### config.mk
export PLATFORM = sky130hd
export DESIGN_NAME = lpf_decimator_flat
export DESIGN_NICKNAME = d
export VERILOG_FILES = /design/src/rtl/lpf_decimator_if.sv /design/src/rtl/lpf_decimator.sv /design/src/flat_wrapper.sv
export SDC_FILE = /design/constraint.sdc
export NUM_CORES = 1
export LEC_CHECK = 0
export ABC_AREA = 1
export ABC_CLOCK_PERIOD_IN_PS = 4640
export BUFFER_PORTS_ARGS = -buffer_cell sky130_fd_sc_hd__clkbuf_2
export CORE_MARGIN = 4
export CORE_UTILIZATION = 55
export DETAILED_ROUTE_END_ITERATION = 8
export PLACE_DENSITY = 0.75
export RECOVER_POWER = 25
export SLEW_MARGIN = 20
export SYNTH_ARGS = -nofsm -noshare
export SYNTH_HDL_FRONTEND = slang
export SYNTH_SLANG_ARGS = --single-unit
### constraint.sdc
create_clock -name clk -period 4.64 [get_ports clk]
set_input_delay 1.16 -clock clk [delete_from_list [all_inputs] [get_ports clk]]
set_output_delay 1.16 -clock clk [all_outputs]
set_load 0.01 [all_outputs]
### src/rtl/lpf_decimator_if.sv
// Sample stream into and averaged stream out of the lpf decimator.
// The slave modport is the decimator's view; master is the lpf/consumer side.
interface lpf_decimator_if #(
  parameter int DATA_W = 32
);
  logic [DATA_W-1:0] in_data;
  logic              in_valid;
  logic [DATA_W-1:0] out_data;
  logic              out_valid;
  logic              out_ready;
  logic              overrun;

  modport slave  (input  in_data, in_valid, out_ready,
                  output out_data, out_valid, overrun);
  modport master (output in_data, in_valid, out_ready,
                  input  out_data, out_valid, overrun);
endinterface

### src/rtl/lpf_decimator.sv
// Block-average decimator: sums 2^LOG2_DECIM samples, emits the mean via a 2-entry FIFO.
// Optional macro LPF_DECIM_ROUND_EN selects round-half-up instead of truncation.
module lpf_decimator #(
  parameter int DATA_W     = 32,
  parameter int LOG2_DECIM = 2
) (
  input  logic            clk,
  input  logic            rst_n,
  input  logic            clr,
  lpf_decimator_if.slave  bus
);
  localparam int ACC_W = DATA_W + LOG2_DECIM;

  logic [ACC_W-1:0]           acc, sum, sum_r;
  logic [LOG2_DECIM-1:0]      phase;
  logic                       last, push, pop, full, do_push;
  logic [DATA_W-1:0]          avg;
  logic [1:0][DATA_W-1:0]     mem;
  logic                       rd_ptr, wr_ptr;
  logic [1:0]                 cnt;
  logic                       ovr;

  // N samples of DATA_W bits sum to at most 2^ACC_W - N, so neither the
  // sum nor the half-LSB rounding bias can wrap the accumulator.
  assign sum  = acc + ACC_W'(bus.in_data);
`ifdef LPF_DECIM_ROUND_EN
  assign sum_r = sum + (ACC_W'(1) << (LOG2_DECIM - 1));
`else
  assign sum_r = sum;
`endif
  assign avg  = DATA_W'(sum_r >> LOG2_DECIM);

  assign last    = &phase;
  assign push    = bus.in_valid && last;
  assign full    = cnt[1];
  assign pop     = bus.out_valid && bus.out_ready;
  assign do_push = push && (!full || pop);
  // When full, rd_ptr+2 aliases rd_ptr: the slot being popped is refilled.
  assign wr_ptr  = rd_ptr ^ cnt[0];

  assign bus.out_valid = |cnt;
  assign bus.out_data  = (|cnt) ? mem[rd_ptr] : '0;
  assign bus.overrun   = ovr;

  always_ff @(posedge clk or negedge rst_n) begin
    if (!rst_n) begin
      acc   <= '0;
      phase <= '0;
    end else if (clr) begin
      acc   <= '0;
      phase <= '0;
    end else if (bus.in_valid) begin
      acc   <= last ? '0 : sum;
      phase <= phase + 1'b1;
    end
  end

  always_ff @(posedge clk or negedge rst_n) begin
    if (!rst_n) begin
      mem    <= '0;
      rd_ptr <= 1'b0;
      cnt    <= '0;
      ovr    <= 1'b0;
    end else if (clr) begin
      rd_ptr <= 1'b0;
      cnt    <= '0;
      ovr    <= 1'b0;
    end else begin
      if (do_push)
        mem[wr_ptr] <= avg;
      if (pop)
        rd_ptr <= ~rd_ptr;
      if (push && full && !pop)
        ovr <= 1'b1;
      cnt <= cnt + {1'b0, do_push} - {1'b0, pop};
    end
  end
endmodule
### src/flat_wrapper.sv
// flat-port wrapper written by rule: the top's interface ports become plain ports
module lpf_decimator_flat 
#(
  parameter int DATA_W     = 32,
  parameter int LOG2_DECIM = 2
)
  (clk, rst_n, clr, bus_in_data, bus_in_valid, bus_out_ready, bus_out_data, bus_out_valid, bus_overrun);
  lpf_decimator_if #(.DATA_W(DATA_W)) bus_i ();
  input  logic clk;
  input  logic rst_n;
  input  logic clr;
  input wire logic [$bits(bus_i.in_data)-1:0] bus_in_data;
  input wire logic [$bits(bus_i.in_valid)-1:0] bus_in_valid;
  input wire logic [$bits(bus_i.out_ready)-1:0] bus_out_ready;
  output wire logic [$bits(bus_i.out_data)-1:0] bus_out_data;
  output wire logic [$bits(bus_i.out_valid)-1:0] bus_out_valid;
  output wire logic [$bits(bus_i.overrun)-1:0] bus_overrun;
  assign bus_i.in_data = bus_in_data;
  assign bus_i.in_valid = bus_in_valid;
  assign bus_i.out_ready = bus_out_ready;
  assign bus_out_data = bus_i.out_data;
  assign bus_out_valid = bus_i.out_valid;
  assign bus_overrun = bus_i.overrun;
  lpf_decimator #(.DATA_W(DATA_W), .LOG2_DECIM(LOG2_DECIM)) u_core (.clk(clk), .rst_n(rst_n), .clr(clr), .bus(bus_i));
endmodule
**After elaboration in Yosys (flattened, before gate mapping)**

Cells that the tools add are included.

- Add/subtract/negate cells: 4
- Order comparisons: 3
- Muxes and demuxes: 16
- Bitwise logic cells: 3
- Reductions and logical operators: 15

Operators by type and width:

| kind | number |
|---|---|
| 32-bit 2-to-1 mux | 4 |
| 34-bit 2-to-1 mux | 3 |
| 64-bit bitwise mux | 1 |
| 34-bit by 32-bit adder with 34-bit output | 1 |
| 32-bit demux with 1-bit select | 1 |
| 1-bit logical AND | 6 |
| 2-bit 2-to-1 mux | 3 |
| 2-bit nonzero test | 3 |
| 1-bit by 2-bit < comparator with 1-bit output (second input constant) | 2 |
| 1-bit 2-to-1 mux | 4 |
| 2-bit AND reduction | 2 |
| 2-bit by 1-bit adder with 2-bit output | 1 |
| 2-bit by 1-bit adder with 2-bit output (second input constant) | 1 |
| 1-bit zero test | 2 |
| 1-bit inverter | 2 |
| 2-bit OR reduction | 1 |
| 2-bit by 1-bit subtractor with 2-bit output | 1 |
| 1-bit greater-or-equal comparator (second input constant) | 1 |
| 1-bit logical OR | 1 |
| 1-bit bitwise XOR | 1 |

- Flip-flop bits (word level): 104
- Input port bits: 37
- Output and inout bits: 34
- Logic and storage cells: 48

**Depth between registers and ports, before layout**

- Depth after elaboration: 7
- Depth in mapped cells: 14
- Depth with buffers taken out: 14

**Worst setup path before layout**

No wires, ideal clock.

- Kind: input to register
- Start: in bus_in_data[0]
- End: reg u_core.mem[44] (netlist bit)
- Library setup time: 121 ps
- Data arrival time: 2,601 ps
- Required time: 4,519 ps
- Setup slack: 1,919 ps
- Stages: 11
- Path buffers: 0
- Cells stage by stage: ha_1 > fa_1 > nand3_1 > nand2_1 > nand2_1 > nand2_1 > nand3_1 > nand2_1 > or2_1 > nand3_1 > o21ai_1

- Cells in the longest elaborated chain, start to end: 2

Ends and longest elaborated chain:

| item | line | text |
|---|---|---|
| start, declared | flat_wrapper.sv:12 | `input wire logic [$bits(bus_i.in_data)-1:0] bus_in_data;` |
| 34-bit by 32-bit adder with 34-bit output | lpf_decimator.sv:25 | `assign sum = acc + ACC_W'(bus.in_data);` |
| 64-bit bitwise mux | lpf_decimator.sv:70 | `mem[wr_ptr] <= avg;` |
| end signal, assigned by index | lpf_decimator.sv:70 |  |
| end, declared | lpf_decimator.sv:18 | `logic [1:0][DATA_W-1:0] mem;` |

No other way between the ends.
A chain may end at the register's enable or synchronous reset.

**Worst setup path in the final report**

- Start: reg u_core.rd_ptr
- End: out bus_out_data[24]

- Cells in the longest elaborated chain, start to end: 3

Ends and longest elaborated chain:

| item | line | text |
|---|---|---|
| start, declared | lpf_decimator.sv:19 | `logic rd_ptr, wr_ptr;` |
| start signal, assigned | lpf_decimator.sv:72 | `rd_ptr <= ~rd_ptr;` |
| 32-bit 2-to-1 mux (not written as such) (2 in a row) | lpf_decimator.sv:42 | `assign bus.out_data = (\|cnt) ? mem[rd_ptr] : '0;` |
| 32-bit 2-to-1 mux | lpf_decimator.sv:42 |  |
| end, declared | flat_wrapper.sv:15 | `output wire logic [$bits(bus_i.out_data)-1:0] bus_out_data;` |

No other way between the ends. The select of a mux whose other input is x is not followed.

==> reports/metrics.csv <==
metric,value,unit
worstHoldPathCells,2,
yosysWarnings,0,
htreeDepth,3,
hold_viol,0,
rrSetupSlack,2.35,ns
netSwitchingFraction,40.48,%
holdCritStartpoint,u_core.mem[13],
cts_resized,0,
yosysUniqueCellTypes,36,
vdd_drop_max,189.7,uV
status,finished with violations,
synthAdderAreaFrac,6.773,%
drive_gt1_share,11.01,%
routed_wl,18000,um
p_per_area,448.4,nW/um^2
die-area,14130,um^2
violations,"capacitance limit, slew limit",
yosys-mux-area-fraction,0,%
numCtsBuffers,9,
p_total,3333,uW
cts_hold_buf,0,
synth-compound-area-share,11.38,%
crit_path_end_kind,primary output,
rr_worst_depth,10,
p_seq_share,39.8,%
ys_seq_area_share,38.49,%
final_nets,1095,
startpoint,u_core.rd_ptr,
min_period,3.026,ns
initial_core_util,56.29,%
drc_errors,0,
hpwl,13360,um
insertion_delay,0.36,ns
layout_common_cells,"373 x nand2_1, 108 x inv_1, 104 x dfrtp_1, 68 x nand3_1",
p_leak,0.004202,uW
grt_pass1_vias,5929,
num_vias,6384,
final_cell_count_no_fill,1173,
setup_tns,0,ns
synthSimpleGateAreaFrac,31.83,%
rsz0062_at_grt,no,
ys_seq_elements,104,
die_h,118.9,um
relSlewSlack,-54.55,%
tightest_slew,2.318,ns
ant_nets,0,
wl_per_cell,15.34,um
final_common_cell,nand2_1,
internal-power,1984,uW
fin_crit_sh,65.22,%
r2r-start,u_core.acc[22],
grt_max_degree,46,
clock_path_buffers,2,
grt_antenna_before_repair,0,
power_frac_clock,22.0,%
cts_setup_buffers,0,
place_congestion,1.006,
io_pins,71,
synth_top_family_by_area,simple AND/OR/NAND/NOR gates,
finalSetupViolations,0,
syn_inst,963,
synthesis.nets,1036,
maxCapViolations,1,
viasPerCell,5.442,
synth.avg_cell_area,7.021,um^2
clock_sinks,104,
die_w,118.9,um
num_antenna_cells,0,
dr.pass1.iters,5,
finalClockSkew,0.009430,ns
coreArea,12010,um^2
grt_overflow,0,
cts_tree,yes,
worst_ep_required_time,3.48,ns
p_sw,1349,uW
final_max_slew_viol_count,44,
area.growth.synth_to_final,9.937,%
clock-root-buffer,clkbuf_16,
syn_area,6761,um^2
drt-initial-drc-count,710,
grt_use_total,26.34,%
rows,40,
io_buffer_count,70,
fmaxAchievable,330.5,MHz
hold_path.class,flop to flop,
numPlacedInstances,1158,
clkTransAtPathRegs,0.07,ns
grt_pass1_wl,29730,um
cp_max_fo,22,
crit_type,flop to primary output,
cp-start-kind,flop,
comb_power_share,38.2,%
crit_arrival,1.87,ns
synth_xor_area_share,2.443,%
-- worst max-delay path, cell delays in order, from the launching register on --
cell,delay [ns]
dfrtp_1,0.38
inv_1,0.53
nand2_1,0.13
a21oi_1,0.29
clkbuf_2,0.19
-- through the flow --
stage / utilization, % / hold slack [ns] / worst slack [ns] / area (um^2)
finish: 61.89 / 0.4815 / 1.614 / 7433
CTS: 61.94 / 0.4812 / 1.592 / 7440
floorplan: - / 0.4436 / 1.919 / 6761
global route: 61.89 / 0.4991 / 1.118 / 7433
global placement: 59.61 / 0.4574 / 1.595 / 7161
detailed placement: 59.61 / 0.4616 / 1.601 / 7161
-- worst paths after layout --
kind / to
min reg2reg: u_core.mem[13]
max reg2reg: u_core.acc[27]
min: u_core.mem[13]
min in group asynchronous: u_core.phase[1]
max: bus_out_data[24]
max in group asynchronous: u_core.acc[0]
-- synthesized netlist by cell type --
cell	number	area share, %
inv_1	108	6.0
o21bai_1	3	0.33
a31oi_1	1	0.093
xnor2_2	1	0.24
nand3_4	1	0.26
xor2_1	12	1.6
clkbuf_1	14	0.78
a21oi_1	67	5.0
or2_1	1	0.093
nand2_2	4	0.37
nor4_1	1	0.093
fa_1	1	0.30
a22oi_1	1	0.11
a22o_1	2	0.26
nor2_2	1	0.093
nand2_1	373	21
dfrtp_1	104	38
nand3b_1	6	0.67
nor2_1	51	2.8
ha_1	35	6.5
nor3_1	7	0.52
inv_2	3	0.17
nand4_1	2	0.19
inv_4	2	0.19
o21ai_0	51	3.8
and2_1	1	0.093
xnor2_1	5	0.65
nor2_8	2	0.59
nand3_1	68	5.0
buf_4	3	0.33
o21ai_2	8	1.0
o21ai_1	11	0.81
buf_1	1	0.055
nand3_2	2	0.30
buf_2	1	0.074
buf_6	9	1.5
-- layer usage --
layer | GRT usage, % | share of wire, %
met5 | 0 | 0
met4 | 8.038 | 2.0
met3 | 5.793 | 8.4
met2 | 38.40 | 43
met1 | 39.21 | 47
-- cell type report --
cell class	instances	area, um^2
multi-input cells	718	3547
repair buffers	76	391.6
inverters	113	429.2
flip-flops and latches	104	2603
well taps	147	183.9
clock buffers	10	239.0
clock inverters	5	40.04
fillers	1140	4578
-- power groups by stage --
stage | registers [uW] | clock network (uW) | logic (uW)
after floorplan | 1300 | 0 | 919
after global placement | 1330 | 0 | 1230
after detailed placement | 1340 | 0 | 1250
after CTS | 1320 | 749 | 1260
after global routing | 1360 | 781 | 1450
final | 1330 | 734 | 1270
-- logic make-up (layout without fill, tap and decap cells) --
| logic type | Yosys count | in the layout |
|---|---|---|
| and+or+nand+nor | 520 | 520 |
| AOI/OAI and AO/OA | 144 | 144 |
| adders and majority gates | 36 | 36 |
| DFF | 104 | 104 |
| buffers and inverters | 141 | 204 |
| xor gates and xnor gates | 18 | 18 |
-- state kept, by name (all words and copies together), names as in the netlist --
signal              cells
u_core.acc             34
u_core.bus.overrun      1
u_core.cnt              2
u_core.mem             64
u_core.phase            2
u_core.rd_ptr           1
(Power assumes the default switching activity.)
